[src/rtl/miner_pkg.sv]
// miner_pkg: shared types and constants for the nonce reporting path.
//   rpt_state_t - report FSM states of the transmitter arbiter
//   NONCE_W     - default nonce / transmitter word width
//   DROP_CNT_W  - width of the saturating dropped-nonce counter
package miner_pkg;
    typedef enum logic [1:0] {IDLE, SEND, WAIT_HI, WAIT_LO} rpt_state_t;
    localparam int NONCE_W    = 32;
    localparam int DROP_CNT_W = 8;
endpackage

[src/rtl/rr_arbiter.sv]
// rr_arbiter: combinational round-robin pick of the first request at or after ptr.
//   req     - per-requester request bits
//   ptr     - index holding highest priority this cycle
//   gnt     - one-hot grant (zero when nothing requested)
//   gnt_idx - index of the granted requester
//   any     - at least one request present
module rr_arbiter #(
    parameter int N  = 4,
    parameter int IW = $clog2(N)
) (
    input  logic [N-1:0]  req,
    input  logic [IW-1:0] ptr,
    output logic [N-1:0]  gnt,
    output logic [IW-1:0] gnt_idx,
    output logic          any
);
    int c;
    always_comb begin
        c       = 0;
        gnt_idx = '0;
        any     = 1'b0;
        for (int k = 0; k < N; k++) begin
            c = int'(ptr) + k;
            c = (c >= N) ? c - N : c;
            if (!any && req[c]) begin
                any     = 1'b1;
                gnt_idx = IW'(c);
            end
        end
    end
    assign gnt = any ? N'(1) << gnt_idx : '0;
endmodule

[src/rtl/nonce_report_arbiter.sv]
// nonce_report_arbiter: buffers one found nonce per hashing core and reports them,
// round-robin, one word at a time through the shared UART result transmitter.
//   clk, reset_n - clock and asynchronous active-low reset
//   core_valid   - per-core 1-cycle "nonce found" pulse
//   core_nonce   - core i nonce at [i*NONCE_W +: NONCE_W]
//   job_flush    - 1-cycle pulse: discard all buffered nonces
//   tx_busy      - transmitter busy
//   tx_send      - 1-cycle send request; tx_word holds its word until the next grant
//   pending      - per-core slot occupied
//   drop_cnt     - saturating count of cycles in which a nonce hit a full slot
//   tx_err       - sticky: a send never saw tx_busy rise within BUSY_TMO cycles
module nonce_report_arbiter #(
    parameter int NUM_CORES = 4,
    parameter int NONCE_W   = miner_pkg::NONCE_W,
    parameter int BUSY_TMO  = 15
) (
    input  logic                               clk,
    input  logic                               reset_n,
    input  logic [NUM_CORES-1:0]               core_valid,
    input  logic [NUM_CORES*NONCE_W-1:0]       core_nonce,
    input  logic                               job_flush,
    input  logic                               tx_busy,
    output logic                               tx_send,
    output logic [NONCE_W-1:0]                 tx_word,
    output logic [NUM_CORES-1:0]               pending,
    output logic [miner_pkg::DROP_CNT_W-1:0]   drop_cnt,
    output logic                               tx_err
);
    import miner_pkg::*;

    localparam int IW = $clog2(NUM_CORES);
    localparam int TW = $clog2(BUSY_TMO + 1);

    rpt_state_t            state_q, state_d;
    logic [NUM_CORES-1:0]  slot_v_q, slot_v_d, gnt, gnt_en, cap;
    logic [NONCE_W-1:0]    slot_q [NUM_CORES];
    logic [IW-1:0]         ptr_q, ptr_d, gnt_idx;
    logic [TW-1:0]         timer_q, timer_d;
    logic                  send_q, send_d, err_q, err_d;
    logic [NONCE_W-1:0]    word_q, word_d;
    logic [DROP_CNT_W-1:0] drop_q, drop_d;
    logic                  any, grant, drop;

    rr_arbiter #(.N(NUM_CORES)) u_rr (
        .req     (slot_v_q),
        .ptr     (ptr_q),
        .gnt     (gnt),
        .gnt_idx (gnt_idx),
        .any     (any)
    );

    // A slot being granted this cycle frees up in time to take a new nonce.
    assign gnt_en   = {NUM_CORES{grant}} & gnt;
    assign cap      = core_valid & (~slot_v_q | gnt_en);
    assign drop     = !job_flush && |(core_valid & slot_v_q & ~gnt_en);
    assign slot_v_d = job_flush ? '0 : (slot_v_q & ~gnt_en) | cap;
    assign drop_d   = (drop && drop_q != '1) ? drop_q + 1'b1 : drop_q;

    always_comb begin
        state_d = state_q;
        timer_d = timer_q;
        err_d   = err_q;
        ptr_d   = ptr_q;
        word_d  = word_q;
        send_d  = 1'b0;
        grant   = 1'b0;
        case (state_q)
            IDLE: if (any && !tx_busy) begin
                grant   = 1'b1;
                send_d  = 1'b1;
                word_d  = slot_q[gnt_idx];
                ptr_d   = (gnt_idx == IW'(NUM_CORES - 1)) ? '0 : gnt_idx + 1'b1;
                state_d = SEND;
            end
            SEND: begin
                state_d = WAIT_HI;
                timer_d = '0;
            end
            // The timer counts WAIT_HI cycles; the last allowed one gives up.
            WAIT_HI: if (tx_busy) state_d = WAIT_LO;
                     else if (timer_q == TW'(BUSY_TMO - 1)) begin
                         err_d   = 1'b1;
                         state_d = IDLE;
                     end else timer_d = timer_q + 1'b1;
            WAIT_LO: if (!tx_busy) state_d = IDLE;
            default: state_d = IDLE;
        endcase
    end

    always_ff @(posedge clk or negedge reset_n) begin
        if (!reset_n) begin
            state_q  <= IDLE;
            slot_v_q <= '0;
            ptr_q    <= '0;
            timer_q  <= '0;
            send_q   <= 1'b0;
            word_q   <= '0;
            drop_q   <= '0;
            err_q    <= 1'b0;
        end else begin
            state_q  <= state_d;
            slot_v_q <= slot_v_d;
            ptr_q    <= ptr_d;
            timer_q  <= timer_d;
            send_q   <= send_d;
            word_q   <= word_d;
            drop_q   <= drop_d;
            err_q    <= err_d;
        end
    end

    always_ff @(posedge clk or negedge reset_n) begin
        if (!reset_n) begin
            for (int i = 0; i < NUM_CORES; i++) slot_q[i] <= '0;
        end else begin
            for (int i = 0; i < NUM_CORES; i++)
                if (cap[i]) slot_q[i] <= core_nonce[i*NONCE_W +: NONCE_W];
        end
    end

    assign tx_send  = send_q;
    assign tx_word  = word_q;
    assign pending  = slot_v_q;
    assign drop_cnt = drop_q;
    assign tx_err   = err_q;
endmodule

[config.mk]
export PLATFORM = sky130hd
export DESIGN_NAME = nonce_report_arbiter
export DESIGN_NICKNAME = d
export VERILOG_FILES = /design/src/rtl/miner_pkg.sv /design/src/rtl/rr_arbiter.sv /design/src/rtl/nonce_report_arbiter.sv
export SDC_FILE = /design/constraint.sdc
export NUM_CORES = 1
export LEC_CHECK = 0
export ABC_CLOCK_PERIOD_IN_PS = 4100
export BUFFER_PORTS_ARGS = -buffer_cell sky130_fd_sc_hd__buf_2
export CAP_MARGIN = 20
export CORE_ASPECT_RATIO = 0.9
export CORE_UTILIZATION = 55
export DETAILED_ROUTE_END_ITERATION = 10
export GPL_TIMING_DRIVEN = 0
export PLACE_DENSITY = 0.83
export SLEW_MARGIN = 5
export SYNTH_ARGS = -nofsm -noshare
export SYNTH_HDL_FRONTEND = slang
export SYNTH_SLANG_ARGS = --single-unit
[constraint.sdc]
create_clock -name clk -period 4.1 [get_ports clk]
set_clock_uncertainty 0.1 [all_clocks]
set_input_delay 0.205 -clock clk [delete_from_list [all_inputs] [get_ports clk]]
set_output_delay 0.205 -clock clk [all_outputs]
set_load 0.05 [all_outputs]
* Yosys cells after proc, flatten, opt, wreduce, memory -nomap -nowiden
Index checks and enable logic that the tools add are counted.
** Word-level totals
- Register bits after elaboration :: 182
- Input bits :: 136
- Logic and storage cells :: 112
** Operators by class
- Add/subtract/negate cells :: 10
- $lt $le $gt $ge :: 9
- Equal/unequal tests :: 11
- Shift operators :: 1
- Multiplexer cells :: 40
- Bitwise logic cells :: 11
- Reduce and logical (&&, ||, !) cells :: 18
** Operator list (count)
- $mux 32 :: 6
- $lt 32x4->1 const B :: 4
- $ge 32x4->1 const B :: 3
- $sub 32x4->32 const B :: 3
- $bmux 32 s2 :: 1
- $and 4x4->4 :: 5
- $mux 2 :: 9
- $mux 4 :: 4
- $mux 1 :: 14
- $reduce_and 3->1 :: 3
- $add 8x1->8 const B :: 1
- $bmux 1 s2 :: 4
- $ne 2x2->1 const B :: 4
- $ne 8x8->1 const B :: 1
- $not 4->4 :: 2
- $or 4x4->4 :: 2
- $pmux 2 s4 :: 1
- $pmux 4 s2 :: 1
- $add 2x2->3 const B :: 2
- $eq 2x2->1 const B :: 3
- $logic_and 1x1->1 :: 6
- $logic_not 1->1 :: 5
- $add 4x1->4 const B :: 1
- $eq 4x4->1 const B :: 1
- other kinds (14) :: 14

* Longest topological paths before layout
Gate-level depths: netlist (run 1).
- Word-level depth :: 24
- Mapped depth :: 13
- Mapped depth without buffers :: 11

* Cells and area by module
Synthesis (run 1) repeated with hierarchy kept, for this count alone.
** Second synthesis, totals
- Cell total of the unflattened synthesis :: 516
- Area, all modules :: 7892.6 um^2
** Modules (own cells, without submodules)
- nonce_report_arbiter :: times used 1, cells each 484, area each 7709.9 um^2
- rr_arbiter :: times used 1, cells each 32, area each 182.7 um^2

* Worst setup path before layout (run 1)
Ideal clock, no wire load.
- Path kind :: register -> register
- Start point :: register slot_v_q[2] (netlist: pending[2])
- End point :: register drop_q[7] (netlist: drop_cnt[7])
- Setup time :: 0.125 ns
- Arrival :: 3.074 ns
- Required time :: 3.875 ns
- Setup slack :: 0.800 ns
- Cell stages (with the launch flop) :: 14
- Buffers on the path :: 2
- Path through :: dfrtp_1 -> nor2b_1 -> a311oi_2 -> or2_2 -> inv_2 -> buf_6 -> buf_6 -> ha_1 -> inv_1 -> o21ai_0 -> o32ai_1 -> o21ba_2 -> a211oi_1 -> mux2_4
** Between the ends
- Word-level cells in the longest chain between the ends :: 22
- Elaborated cells between the ends (all ways) :: 38
- Those cells by class :: 1 x shift; 23 x mux; 4 x bitwise; 10 x reduce/logical
** RTL lines
- from (decl) :: line nonce_report_arbiter.sv:35 : logic [NUM_CORES-1:0] slot_v_q, slot_v_d, gnt, gnt_en, cap;
- from (signal assigned) :: line nonce_report_arbiter.sv:102 : slot_v_q <= slot_v_d;
- $bmux 1 s2 :: line rr_arbiter.sv:25 : if (!any && req[c]) begin
- $mux 1 (not written as such) (2 in series) :: line rr_arbiter.sv:25
- $mux 1 :: line rr_arbiter.sv:25
- $logic_not 1->1 :: line rr_arbiter.sv:25
- $logic_and 1x1->1 :: line rr_arbiter.sv:25
- $mux 1 :: line rr_arbiter.sv:25
- $logic_not 1->1 :: line rr_arbiter.sv:25
- $logic_and 1x1->1 :: line rr_arbiter.sv:25
- (+5 left out)
- $mux 1 :: line nonce_report_arbiter.sv:68 : IDLE: if (any && !tx_busy) begin
- $mux 1 :: line nonce_report_arbiter.sv:67 : case (state_q)
- $and 4x4->4 :: line nonce_report_arbiter.sv:53 : assign gnt_en = {NUM_CORES{grant}} & gnt;
- $not 4->4 :: line nonce_report_arbiter.sv:55 : assign drop = !job_flush && |(core_valid & slot_v_q & ~gnt_en);
- $and 4x4->4 (*) :: line nonce_report_arbiter.sv:55
- $reduce_or 4->1 (*) :: line nonce_report_arbiter.sv:55
- $logic_and 1x1->1 (*) :: line nonce_report_arbiter.sv:55
- $logic_and 1x1->1 (*) :: line nonce_report_arbiter.sv:57 : assign drop_d = (drop && drop_q != '1) ? drop_q + 1'b1 : drop_q;
- to (signal assigned) :: line nonce_report_arbiter.sv:107 : drop_q <= drop_d;
- to (decl) :: line nonce_report_arbiter.sv:41 : logic [DROP_CNT_W-1:0] drop_q, drop_d;
Mark *: on every way between the ends. The rest lies on a longest branch, timed or not. The select of a mux whose other input is x is not followed.
A chain may end at the register's enable or synchronous reset.

* Worst setup path in the final report (run 1)
- Start point :: register slot_v_q[2] (netlist: pending[2])
- End point :: register slot_q[17] (netlist name)
** Between the ends
- Word-level cells in the longest chain between the ends :: 19
- Elaborated cells between the ends (all ways) :: 34
- Those cells by class :: 1 x shift; 23 x mux; 3 x bitwise; 7 x reduce/logical
** RTL lines
- $bmux 1 s2 :: line rr_arbiter.sv:25
- $mux 1 (not written as such) (2 in series) :: line rr_arbiter.sv:25
- $mux 1 :: line rr_arbiter.sv:25
- $logic_not 1->1 :: line rr_arbiter.sv:25
- $logic_and 1x1->1 :: line rr_arbiter.sv:25
- $mux 1 :: line rr_arbiter.sv:25
- $logic_not 1->1 :: line rr_arbiter.sv:25
- $logic_and 1x1->1 :: line rr_arbiter.sv:25
- (+2 left out)
- $logic_and 1x1->1 :: line rr_arbiter.sv:25
- $mux 1 :: line rr_arbiter.sv:25
- $logic_and 1x1->1 :: line nonce_report_arbiter.sv:68
- $mux 1 :: line nonce_report_arbiter.sv:68
- $mux 1 :: line nonce_report_arbiter.sv:67
- $and 4x4->4 (*) :: line nonce_report_arbiter.sv:53
- $or 4x4->4 (*) :: line nonce_report_arbiter.sv:54 : assign cap = core_valid & (~slot_v_q | gnt_en);
- $and 4x4->4 (*) :: line nonce_report_arbiter.sv:54
- to (signal, indexed assignment) :: line nonce_report_arbiter.sv:117 : if (cap[i]) slot_q[i] <= core_nonce[i*NONCE_W +: NONCE_W];
- to (decl) :: line nonce_report_arbiter.sv:36 : logic [NONCE_W-1:0] slot_q [NUM_CORES];
Marked as above.

==> summary.md, run 1 <==
The run finished with clean final reports. The final layout contains 1042 nets. The synthesis-stage register bit count was 182.

The most used flip-flop cell after synthesis is sky130_fd_sc_hd__dfrtp_1. The largest single stage delay on the critical path is 630 ps. The clock-pin slew of the registers on the worst-case setup and hold paths came out at 60 ps. Length of the first detailed-routing pass in iterations: 4. The first global-routing pass estimated 35500 um of wire.

In the final layout, the share of cells above drive strength 1 is 45.0%. The relative area change from synthesis to final layout works out to 38.2%. The number of port buffers was 181. In the global route stage, overall resource usage came out at 30.1%. The fraction of registers with async set/reset is 100%.

Global routing used 6.35% of the available met3 tracks. The run gives 0 as the count of pins over their slew limit. By count the netlist is led by 182 x sky130_fd_sc_hd__dfrtp_1, 129 x sky130_fd_sc_hd__mux2_2, 97 x sky130_fd_sc_hd__mux2i_1, 32 x sky130_fd_sc_hd__mux2_4, 15 x sky130_fd_sc_hd__nand2_1. The clock passes through at most 2 buffers.

Summed over all nets, the half-perimeter wirelength after detailed placement is 13200 um. Data on the critical path is required at its endpoint by 4310 ps. Summing over every cut layer, the via total after detailed routing is 6007. Counting cells, the worst reg-to-reg path comes to 12. The logs give 56.4% for the initial cell density of the core and 0 for the number of nets still failing antenna checks after routing.

The total clock sinks is 182, and the total power density per cell area is 605 nW/um^2. The total of warnings raised by yosys was 0; the routability-driven placement congestion ratio was 0.857. The post-synthesis cell count was 566.

Across the run, the number of max-cap violations was 0. Global routing consumed, on the met2 layer, 53.7% of the routing resources. Setup repair after global routing left no endpoint under its margin. After layout, the worst path uses 89.8% of the clock period. The kind of launch point of the worst setup path is a register.

The class of the tightest hold or removal check was in -> async. The transition at the pin with the smallest max-transition slack was 774 ps; the standard-cell row count was 42. The clock tree synthesis step divided the H-tree into 4 levels.

The number of setup violations in the final report was 0; the overall die area was 15600 sq um. The tools report the tightest slew margin relative to the limit as 48.4%. The distinct cell type count of the synthesized netlist was 40. Entering global routing, the biggest net connects 105 pins.

Prior to clock tree synthesis, the placed netlist has a worst setup slack of 481 ps. The classification of the worst setup path is reg -> reg. For the number of nets produced by synthesis, the log shows 706. Across the VDD grid, the largest voltage drop is 396 uV. In this run the worst setup path terminates at slot_q[17]. Origin of the worst setup path: pending[2]. The number of flops mapped to enable cells by yosys works out to 0. Summing the sequential cell areas from Yosys gives 54.7% of the chip area.

The worst setup path is captured at a register. The setup check on the worst reg-to-reg path leaves a slack of 420 ps. Number of endpoints with negative hold slack in the final report: 0.

Adding up every negative setup slack in the final design gives 0 ps. Summed over all layers, the routed wires come to 22300 um. By area the synthesized netlist is led by sky130_fd_sc_hd__dfrtp_1 55%, sky130_fd_sc_hd__mux2_2 17%, sky130_fd_sc_hd__mux2i_1 12%.

The die is 119 um tall. Summed over all cells, the static leakage comes to 5.42 nW. The die is 132 um wide. Counting stages on the worst path, the most repeated cell is sky130_fd_sc_hd__buf_6. The tools report the worst reg2reg path startpoint as pending[2]. The logs give 0 for the remaining design rule violation count and 419 ps for the final setup slack of the worst path.

The later pin in the worst-skew pair is clocked with a latency of 430 ps. For the arrival time at the worst endpoint, the log shows 3890 ps. The root buffer cell chosen for the clock tree is sky130_fd_sc_hd__clkbuf_16. After global routing, the most crowded layer is met2. The slowest stage of the critical path belongs to the cell sky130_fd_sc_hd__buf_1. The run gives 35.4% as the met1 global-route usage. The synthesized design devotes to its leading area cell type 54.7% of total area.

The signal on the critical path passes through nor2b_1, a311oi_2, or2_2, inv_2, buf_6, buf_6, ha_1, inv_1, o21ai_0, nand2_1, buf_1, mux2_2. The time the worst path needs with I/O delays and setup is 3680 ps. Summed over all layers, the global routing overflow is 0.

During I/O placement, the number of pins put on the boundary was 182. The largest area contributor in the netlist was sky130_fd_sc_hd__dfrtp_1. The fmax was 272 MHz. The via density per instance is 5.39. The iteration-0 DRC count of the detailed router was 388.

The logs give 861 for the total of fill cells in the finished design and 14800 sq um for the area inside the core boundary. Of all nets on the critical path, the largest fanout is 10. The most instantiated library cell after synthesis was sky130_fd_sc_hd__dfrtp_1. Initial antenna violation count: 1. TritonCTS built the clock tree. The synthesized area was 8320 sq um. The via count of the first global-routing pass was 6863. A synthesized cell averages 14.7 sq um. After detailed routing, the average wire length per cell comes to 20.0 um. Endpoint of the most critical register-to-register path: slot_q[17]. Counting the buffers created by CTS gives 17.
per-stage QoR:
step	std cells	total power [mW]	cell area, sq um	util [%]	hold WS [ps]
detailed placement	946	5.09	9510	64.4	122
floorplan	566	4.43	8320	-	-191
global route	1114	7.24	11500	77.9	283
CTS	1113	6.92	11500	77.9	259
finish	1114	6.96	11500	77.9	232
global placement	945	4.98	9480	64.2	317
where the power goes:
| part | internal (mW) | switching [mW] |
|---|---|---|
| clock network | 1.04 | 0.689 |
| registers | 2.26 | 0.317 |
| logic | 1.09 | 1.57 |
| total | 4.39 | 2.57 |
worst max-delay path, delay by kind of cell (launching register included):
kind                     cells  cell delay [ps]
buffers and inverters        5             1090
AND/OR/NAND/NOR              3              730
AO/OA/AOI/OAI                2              540
flip-flops                   1              490
multiplexers                 1              420
adder cells (fa/ha/maj)      1              180
repair_timing:
action / in CTS / in global routing
hold buffers: 135 / 0
hold endpoints to repair: 212 / 0
resized for setup: 0 / 0
setup buffers: 0 / 0
how the worst min path moves through the flow:
| stage | slack, ps | endpoint | depth (start not counted) |
|---|---|---|---|
| 3_3_place_gp | 320 | slot_q[39] | 2 |
| 5_1_grt | 280 | slot_q[28] | 2 |
| 3_5_place_dp | 120 | tx_word[28] | 1 |
| 4_1_cts | 260 | tx_word[28] | 2 |
| 6_report | 230 | slot_q[28] | 2 |
| 2_1_floorplan | -190 | drop_cnt[0] | 0 |
registers in the layout, indices dropped and copies added, names as in the netlist:
signal / cells
slot_q: 128
tx_send: 1
timer_q: 4
tx_err: 1
pending: 4
drop_cnt: 8
ptr_q: 2
state_q: 2
tx_word: 32
kinds of logic after synthesis:
group | Yosys count | synth area share (%)
simple gates | 48 | 2.92
flops | 182 | 54.7
fa+ha+maj | 4 | 0.601
mux | 260 | 35.2
buf+inv | 35 | 2.66
xor+xnor | 8 | 0.842
compound gates | 29 | 3.08
layout by cell type, fill, tap and decap left out, types with 4 or more instances in the layout:
cell type,instances
sky130_fd_sc_hd__nand3_1,7
sky130_fd_sc_hd__clkbuf_8,5
sky130_fd_sc_hd__inv_1,7
sky130_fd_sc_hd__dfrtp_1,182
sky130_fd_sc_hd__o21ai_0,4
sky130_fd_sc_hd__clkbuf_16,17
sky130_fd_sc_hd__nor2_1,8
sky130_fd_sc_hd__ha_1,4
sky130_fd_sc_hd__dlygate4sd3_1,135
sky130_fd_sc_hd__mux2_4,32
sky130_fd_sc_hd__nand2_1,15
sky130_fd_sc_hd__xor2_1,8
sky130_fd_sc_hd__mux2_2,129
sky130_fd_sc_hd__buf_2,189
sky130_fd_sc_hd__a211oi_1,6
sky130_fd_sc_hd__mux2i_1,97
sky130_fd_sc_hd__buf_6,9
sky130_fd_sc_hd__a21oi_1,6
final cells by class:
| class | instances | area [sq um] | share of cell area, % |
|---|---|---|---|
| Multi-Input combinational cell | 349 | 3550 | 30.8 |
| Inverter | 8 | 30.0 | 0.261 |
| Timing Repair Buffer | 317 | 2290 | 19.9 |
| Clock inverter | 10 | 143 | 1.24 |
| Buffer | 27 | 191 | 1.66 |
| Clock buffer | 22 | 494 | 4.30 |
| Antenna cell | 1 | 2.50 | 0.0218 |
| Tap cell | 198 | 248 | 2.15 |
| Sequential cell | 182 | 4550 | 39.6 |
per-layer routing:
layer / vias up / wire, um
met2: 187 / 11700
li1: 2705 / -
met4: 0 / 630
met3: 51 / 920
met1: 3064 / 9000
met5: - / 0
(Power assumes the default switching activity.)
==> inputs of run 2 (changes only) <==
--- a/config.mk
+++ b/config.mk
@@ -10,3 +10,3 @@
 export CAP_MARGIN = 20
-export CORE_ASPECT_RATIO = 0.9
+export CORE_ASPECT_RATIO = 0.6
 export CORE_UTILIZATION = 55
@@ -14,3 +14,3 @@
 export GPL_TIMING_DRIVEN = 0
-export PLACE_DENSITY = 0.83
+export PLACE_DENSITY = 0.88
 export SLEW_MARGIN = 5
--- a/constraint.sdc
+++ b/constraint.sdc
@@ -4,2 +4,2 @@
 set_output_delay 0.205 -clock clk [all_outputs]
-set_load 0.05 [all_outputs]
+set_load 0.005 [all_outputs]
==> run 2 against run 1 <==
Core utilization grew 0.34 points. Global-route usage grew 0.45 points. Sequential cell count is the same. Cell count is essentially flat. Routed wire length grew 2.2%. Cell area shrank 0.47%. Fmax grew 0.67%. Die area is essentially flat. Sequential power is essentially flat. Combinational power shrank 26%. Largest power group is now registers.
==> summary.md, run 2 (synthesized netlist as in run 1, its figures left out) <==
Along the worst path, the maximum fanout reaches 10. The total overflow left after global routing is 0. The run gives 292 uV as the maximum vdd ir drop. The count of pins over their slew limit is 0. The worst register-to-register path has a depth of 12. The logs give 0 for the antenna diode count and 1042 for the final-stage net count.

The later pin in the worst-skew pair is clocked with a latency of 420 ps. Setup violations remaining at the end of the flow were counted as 0. The initialized floorplan defines 34 standard-cell rows.

Global routing used 30.6% of the available tracks. TritonCTS built the clock tree. The die is 161 um wide.

Max-cap violations in this run came to 0. Setup repair after global routing left no endpoint under its margin. The register with the most flip-flops in the layout has 128 of them. The detailed router finished its first iteration with 367 violations.

STA classifies the critical path startpoint as a register. The via count of the first global-routing pass came out at 6724. The first TritonRoute pass finished after 4 iterations.

Count of placed standard cells including taps: 946. From synthesis to final layout, the design area changed by 37.6%. The initial utilization of the core area, before any placement, comes to 56.9%. Number of port buffers: 181.

For the required time of the critical path, the log shows 4300 ps. The count of nets left with antenna violations once routing finished came out at 0. The first global-routing pass estimated 36100 um of wire. Routability-driven placement finished with a final weighted congestion of 0.844. The worst setup path is of the reg -> reg kind. Vertical die dimension: 97.3 um. The final standard cell count with taps included and fillers excluded is 1113, and the fmax is 273 MHz. The tightest slew margin relative to the limit is 49.5%. In the layout the commonest cells are 189 x sky130_fd_sc_hd__buf_2, 182 x sky130_fd_sc_hd__dfrtp_1, 135 x sky130_fd_sc_hd__dlygate4sd3_1. STA classifies the critical path endpoint as a register. After detailed routing, the average wire length per cell comes to 20.4 um. The maximum number of pins on one net before global-route repair was 109; the smallest hold slack was 216 ps. Cells with a size suffix above 1 make up 44.9% of the layout. The total area inside the core boundary comes to 14600 sq um. For this design the top-level I/O count stands at 182. The count of H-tree levels built during CTS was 4; the post-layout utilization of the core was 78.2%. For this run, design rule violations remaining after detail routing come to 0. Largest register by flop count: slot_q. The number of endpoints with negative hold slack in the final report was 0; the clock-pin slew of the registers on the worst-case setup and hold paths was 70 ps. The pre-CTS setup slack is 511 ps, and the arrival time at the worst endpoint is 3850 ps. The total routed wirelength came out at 22800 um. The class of the tightest hold or removal check is in -> async. The library cell used most frequently in the layout, excluding fill and tap cells, is sky130_fd_sc_hd__buf_2. Once routing completed, OpenROAD measured the worst setup slack at 443 ps. The cell sitting at the root of the clock tree is a sky130_fd_sc_hd__clkbuf_16.

Using the TritonRoute via totals, the vias-per-cell ratio works out to 5.40. For the initial antenna violation count, the log shows 0. The total vias in the final route was 6009. No sink is reached through more buffers than the 2 on the longest clock path. The overall die area was 15600 sq um; the setup TNS after final layout was 0 ps. The placed wire-length estimate came out at 13700 um. The number of clock buffers inserted by TritonCTS came out at 17.

The run finished with clean final reports. In this run the power density over the cells is 542 nW/um^2. The static leakage was 5.38 nW; the time the worst path needs with I/O delays and setup was 3660 ps.

CTS saw 182 sinks. The transition at the pin with the smallest max-transition slack is 757 ps, and the portion of the clock cycle consumed by the worst path in the final layout is 89.2%.
## run 2: cell types whose count changed in the layout (fill, tap and decap cells not counted), sizes merged
| cell | previous run | this run |
|---|---|---|
| diode | 1 | 0 |
| bufinv | 3 | 1 |
| clkbuf | 25 | 21 |
| clkinvlp | 1 | 4 |
| clkinv | 5 | 2 |
| inv | 9 | 15 |
## run 2: routing by layer
metal	up-vias	wire length, um	track usage [%]
li1	2698	-	-
met1	3058	9780	38.5
met2	220	11400	53.3
met3	33	1180	6.87
met4	0	365	8.13
met5	-	0	0
## run 2: path summary, 6_finish.rpt
path | startpoint | end | slack (ps)
setup / recovery | pending[2] | slot_q[22] | 440
hold / removal | reset_n | drop_cnt[3] | 220
setup reg to reg | pending[2] | slot_q[22] | 440
hold reg to reg | tx_err | tx_err | 380
max in group asynchronous | reset_n | slot_q[10] | 2760
min in group clk | core_valid[3] | slot_q[0] | 260
## run 2: worst max-delay path: stages, from the launching register on
cell and delay [ps]:
sky130_fd_sc_hd__dfrtp_1 500, sky130_fd_sc_hd__nor2b_1 200, sky130_fd_sc_hd__a311oi_2 360, sky130_fd_sc_hd__or2_2 250, sky130_fd_sc_hd__inv_2 80, sky130_fd_sc_hd__buf_6 160, sky130_fd_sc_hd__buf_6 180, sky130_fd_sc_hd__ha_1 190
sky130_fd_sc_hd__inv_1 50, sky130_fd_sc_hd__o21ai_0 140, sky130_fd_sc_hd__nand2_1 280, sky130_fd_sc_hd__buf_1 620, sky130_fd_sc_hd__mux2_2 420
## run 2: report_power, final
group	leakage [nW]	switching, mW	internal, mW
sequential	2.15	0.335	2.26
clock	0.274	0.767	0.866
combinational	2.95	0.895	1.08
total	5.38	2.00	4.21
## run 2: stage by stage
stage / area (sq um) / total power [mW]
after floorplan: 8320 / 3.75
after global routing: 11400 / 6.47
after CTS: 11400 / 6.13
after detailed placement: 9510 / 4.41
final: 11400 / 6.20
after global placement: 9480 / 4.28
## run 2: layout make-up
cell class                 instances  area, sq um
sequential                       182         4550
multi-input combinational        349         3550
fill                             846         3180
timing repair buffer             317         2290
clock buffer                      18          429
tap                              198          248
buffer                            27          191
clock inverter                    14          156
inverter                           8         30.0
## run 2: what timing repair did
action / CTS / global route
setup buffers: 0 / 0
hold buffers: 135 / 0
gates resized for setup: 0 / 0
hold endpoints to repair: 209 / 0
